<file path="config.mk">
export PLATFORM = sky130hd
export DESIGN_NAME = uart_rx_core
export DESIGN_NICKNAME = d
export VERILOG_FILES = /design/src/rtl/uart_rx_core.sv
export SDC_FILE = /design/constraint.sdc
export NUM_CORES = 1
export LEC_CHECK = 0
export ABC_CLOCK_PERIOD_IN_PS = 4050
export BUFFER_PORTS_ARGS = -buffer_cell sky130_fd_sc_hd__buf_2
export CORE_MARGIN = 3
export CORE_UTILIZATION = 64
export CTS_BUF_LIST = sky130_fd_sc_hd__clkbuf_4 sky130_fd_sc_hd__clkbuf_8
export CTS_CLUSTER_DIAMETER = 100
export CTS_CLUSTER_SIZE = 14
export DETAILED_ROUTE_END_ITERATION = 8
export GPL_ROUTABILITY_DRIVEN = 0
export GPL_TIMING_DRIVEN = 0
export PLACE_DENSITY = 0.88
export SYNTH_ARGS = -nofsm -noshare
export SYNTH_HDL_FRONTEND = slang
export SYNTH_SLANG_ARGS = --single-unit
</file>
<file path="constraint.sdc">
create_clock -name clk -period 4.05 [get_ports clk]
set_input_delay 0.81 -clock clk [delete_from_list [all_inputs] [get_ports clk]]
set_output_delay 0.81 -clock clk [all_outputs]
set_load 0.02 [all_outputs]
</file>
<file path="src/rtl/uart_rx_core.sv">
// UART receive engine: 2-FF synchronised rxd, 3-sample majority vote at mid-bit,
// LSB-first deserialisation, valid/ready word hand-off with framing/parity/overrun status.
module uart_rx_core #(
  parameter int DATA_BITS  = 8,
  parameter int OVERSAMPLE = 16,
  parameter int PARITY_EN  = 0,
  parameter int PARITY_ODD = 0
) (
  input  logic                 clk,
  input  logic                 rst_n,
  input  logic                 rx_en,
  input  logic                 sample_tick,
  input  logic                 rxd,
  output logic [DATA_BITS-1:0] rx_data,
  output logic                 rx_valid,
  input  logic                 rx_ready,
  output logic                 frame_err,
  output logic                 parity_err,
  output logic                 overrun,
  output logic                 busy
);

  localparam int TW = $clog2(OVERSAMPLE);
  localparam int BW = (DATA_BITS > 1) ? $clog2(DATA_BITS) : 1;
  localparam logic [TW-1:0] T_LAST = TW'(OVERSAMPLE - 1);
  localparam logic [TW-1:0] T_DEC  = TW'(OVERSAMPLE / 2 + 1);
  localparam logic [BW-1:0] B_LAST = BW'(DATA_BITS - 1);
  localparam bit PEN = (PARITY_EN != 0);
  localparam bit POD = (PARITY_ODD != 0);

  typedef enum logic [2:0] {IDLE, START, DATA, PARITY, STOP} state_t;

  state_t               state, state_nx;
  logic [TW-1:0]        tick_cnt, tick_nx;
  logic [BW-1:0]        bit_cnt, bit_nx;
  logic                 rxd_s1, rxd_s2;
  logic [1:0]           vote_sr;
  logic [DATA_BITS-1:0] shreg;
  logic                 par_bit;
  logic                 vote, dec_tick, end_tick;
  logic                 shift_en, par_cap, word_done, perr;

  always_ff @(posedge clk or negedge rst_n) begin
    if (!rst_n) begin
      rxd_s1  <= 1'b1;
      rxd_s2  <= 1'b1;
      vote_sr <= 2'b11;
    end else begin
      rxd_s1 <= rxd;
      rxd_s2 <= rxd_s1;
      if (sample_tick) vote_sr <= {vote_sr[0], rxd_s2};
    end
  end

  // vote_sr holds the two previous ticks, so on the decision tick the live
  // sample completes the trio at OVERSAMPLE/2-1 .. OVERSAMPLE/2+1
  assign vote     = (vote_sr[1] & vote_sr[0]) | (vote_sr[1] & rxd_s2) | (vote_sr[0] & rxd_s2);
  assign dec_tick = sample_tick && (tick_cnt == T_DEC);
  assign end_tick = sample_tick && (tick_cnt == T_LAST);
  assign busy     = (state != IDLE);

  always_comb begin
    state_nx  = state;
    tick_nx   = tick_cnt;
    bit_nx    = bit_cnt;
    shift_en  = 1'b0;
    par_cap   = 1'b0;
    word_done = 1'b0;
    if (!rx_en) begin
      state_nx = IDLE;
      tick_nx  = '0;
      bit_nx   = '0;
    end else begin
      if (sample_tick && state != IDLE)
        tick_nx = (tick_cnt == T_LAST) ? '0 : tick_cnt + TW'(1);
      unique case (state)
        IDLE: begin
          if (sample_tick && !rxd_s2) begin
            state_nx = START;
            tick_nx  = '0;
            bit_nx   = '0;
          end
        end
        START: begin
          if (dec_tick && vote) begin
            state_nx = IDLE;
            tick_nx  = '0;
          end else if (end_tick) begin
            state_nx = DATA;
            bit_nx   = '0;
          end
        end
        DATA: begin
          shift_en = dec_tick;
          if (end_tick) begin
            if (bit_cnt == B_LAST) state_nx = PEN ? PARITY : STOP;
            else                   bit_nx   = bit_cnt + BW'(1);
          end
        end
        PARITY: begin
          par_cap = dec_tick;
          if (end_tick) state_nx = STOP;
        end
        STOP: begin
          // finish at mid stop bit so the next start edge is never missed
          if (dec_tick) begin
            word_done = 1'b1;
            state_nx  = IDLE;
            tick_nx   = '0;
          end
        end
        default: state_nx = IDLE;
      endcase
    end
  end

  always_ff @(posedge clk or negedge rst_n) begin
    if (!rst_n) begin
      state    <= IDLE;
      tick_cnt <= '0;
      bit_cnt  <= '0;
      shreg    <= '0;
      par_bit  <= 1'b0;
    end else begin
      state    <= state_nx;
      tick_cnt <= tick_nx;
      bit_cnt  <= bit_nx;
      if (shift_en) shreg   <= {vote, shreg[DATA_BITS-1:1]};
      if (par_cap)  par_bit <= vote;
    end
  end

  assign perr = PEN && ((^shreg ^ par_bit) != POD);

  always_ff @(posedge clk or negedge rst_n) begin
    if (!rst_n) begin
      rx_data    <= '0;
      rx_valid   <= 1'b0;
      frame_err  <= 1'b0;
      parity_err <= 1'b0;
      overrun    <= 1'b0;
    end else begin
      overrun <= 1'b0;
      if (word_done) begin
        if (!rx_valid || rx_ready) begin
          rx_data    <= shreg;
          frame_err  <= ~vote;
          parity_err <= perr;
          rx_valid   <= 1'b1;
        end else begin
          overrun <= 1'b1;
        end
      end else if (rx_valid && rx_ready) begin
        rx_valid <= 1'b0;
      end
    end
  end

endmodule

</file>
==> metrics.cfg <==
[logic_synthesis]
synth-compound-area-share_pct=8.27
yosys.area_share.simple_pct=15.2
synth_top_cell_by_area=dfrtp_1
synth_fa_ha_area_share_pct=3.24
synth_top_family_by_area=simple AND/OR/NAND/NOR gates
yosysUniqueCellTypes=36
synth_common_cells=dfrtp_1 (29), mux2_2 (11), nor2_1 (9)
synth_edf_count=0
synth_top_cell_area_share_pct=47.0
muxShareOfSynthArea_pct=14.8
syn_area_mm2=0.00154
ys_ff_latch=33
postSynth.asyncResetShare_pct=100
postSynthAreaPerCell_um2=12.4
ys_seq_area_share_pct=53.8
synth_xor_area_share_pct=1.13
syn-num-nets=135
syn_inst=125
ys_top_cells_by_area=dfrtp_1 (47%), mux2_2 (8.0%), dfstp_2 (6.8%)
synth-main-ff-cell=dfrtp_1
yosysMostFrequentCell=dfrtp_1
yosysWarnings=0

[layout]
area_growth_pct=13.2
fill_cells=155
finalInstanceArea_mm2=0.00175
seqCellArea_um2=831
multi_input_area_um2=663
nNetsFinal=158
drive_gt1_share_pct=38.3
diodes=0

[drt]
routed-wl-met2_um=1350
drc=0
ant_nets=0
top_layer=met4
vias=1004
drtIter0Drc=13
firstDrtPassIters=4
routed_via_density=5.67
wirelength_um=2740
wire_per_inst_um=15.5
wl_met3_um=121
met1_length_um=1230

[critical_path]
path_cells=or3_1 -> clkbuf_1 -> buf_2
crit_type=reg2out
start_kind=flip-flop
critPathCaptureType=output pin
path_buf_inv=2
worst-path-stages=3
worstPathArrival_ns=1.55
reg2reg_depth=7
critPathTopFamily=flip-flops
slowest_stage=dfrtp_1
cp.required_ns=3.24
r2r_slack_ns=2.15
critPathMaxStageDelay_ns=0.48
crit_fanout=9

[clocking]
clk_latency_ns=0.33
clock-sinks=33
clk_pin_slew_ns=0.10
cts-buffers-inserted=5
postCtsSetupRepairBufs=0
clock_path_buffers=2
cts_tree=built
cts_resized=0
holdBufCountCts=0
cts_htree_levels=2
cts-root-buf=clkbuf_4

[grt]
grt_pass1_wl_um=4510
antenna_found_initial=0
grt_pass1_vias=1020
track_usage_pct=22.2
grt-ovfl-total=0
grt_start_max_net_pins=34

[min_path]
whs_path_depth=0
hold_path_class=reg2reg

[power_and_ir_drop]
p_sw_mw=0.138
clkPwrFrac_pct=40.5
p_seq_share_pct=53.7
switching_share_pct=21.8
vdd_drop_max_v=0.000370
p_int_mw=0.496
power.density_mw_per_mm2=363
leakage_nw=0.947
comb_power_share_pct=5.8

[place]
hpwl_um=1890
dpl-instance-area_mm2=0.00166
numPortBuffers=16

[status]
outcome=completed

[floorplanning]
die_h_um=55.1
ios=19
die_area_mm2=0.00304
rows=17
die_w_um=55.1
initial_core_util_pct=68.5
core_area_mm2=0.00225

[sta]
slew_viol_final=0
slew_headroom_pct=53.6
setup-violations-final=0
finalCritPeriodShare_pct=58.4
fmaxAchievable_mhz=423
period_minus_slack_ns=2.36
tightest_slew_ns=0.696
tns_ns=0
clock-skew-final_ns=0.00987
rsz0062_at_grt=false
hold_viol_final=0

[run]
maxCapViolCount=0

[registers in the layout, summed over array words and instances (netlist names)]
| name | cells |
|---|---|
| frame_err | 1 |
| overrun | 1 |
| vote_sr | 2 |
| rx_valid | 1 |
| rx_data | 8 |
| state | 3 |
| shreg | 8 |
| rxd_s2 | 1 |
| bit_cnt | 3 |
| rxd_s1 | 1 |
| tick_cnt | 4 |
[power groups by stage]
stage | Combinational, mW | Clock [mW] | Sequential (mW)
after floorplan | 0.0222 | 0 | 0.346
after global placement | 0.0348 | 0 | 0.346
after global routing | 0.0415 | 0.280 | 0.341
final | 0.0369 | 0.257 | 0.340
after detailed placement | 0.0366 | 0 | 0.347
after CTS | 0.0373 | 0.265 | 0.340
[cell families (layout without fill, tap and decap cells)]
family	Yosys count	count (layout)
simple gates	40	40
flops	33	33
compound gates	19	19
mux	18	18
buf+inv	8	32
fa+ha+maj	4	4
xor+xnor	2	2
other cells	1	1
[area by class of cell]
| cell class | count | area share [%] |
|---|---|---|
| Inverter | 1 | 0.215 |
| Buffer | 7 | 2.65 |
| Clock inverter | 2 | 2.15 |
| Timing Repair Buffer | 16 | 4.58 |
| Multi-Input combinational cell | 84 | 37.9 |
| Sequential cell | 33 | 47.5 |
| Clock buffer | 6 | 2.93 |
| Tap cell | 28 | 2.00 |
[metrics by stage]
step	cells	utilization [%]	hold slack (ns)	setup slack (ns)	total power, mW
6_report	177	77.5	0.364	1.69	0.634
5_1_grt	177	77.5	0.370	1.59	0.663
4_1_cts	177	77.5	0.368	1.68	0.643
3_5_place_dp	169	73.6	0.354	1.89	0.383
3_3_place_gp	169	73.6	0.351	1.93	0.381
2_1_floorplan	125	-	0.345	2.05	0.368
[cell usage in the layout, fill, tap and decap left out, drive strengths merged, types with 2 or more instances in the layout]
cell	Yosys	final
a21o	2	2
a21oi	5	5
a31o	2	2
a32o	2	2
buf	5	21
clkbuf	2	8
dfrtp	29	29
dfstp	4	4
ha	4	4
mux2	18	18
nand2	6	6
nand2b	4	4
nand3	2	2
nand4	3	3
nor2	9	9
nor2b	4	4
nor4	2	2
o21ai	5	5
or3	2	2
xor2	2	2
[metal layers]
metal	track usage [%]	vias to the layer above
li1	-	494
met1	26.2	482
met2	37.4	23
met3	6.43	5
met4	9.72	0
met5	0	-
[path summary, 6_finish.rpt]
path,startpoint,to
setup / recovery,state[2],busy
hold / removal,rxd_s1,rxd_s2
setup reg to reg,tick_cnt[1],rx_data[6]
hold reg to reg,rxd_s1,rxd_s2
max in group asynchronous,rst_n,rx_data[2]
min in group asynchronous,rst_n,tick_cnt[2]
Power figures use the tool's default switching activity.
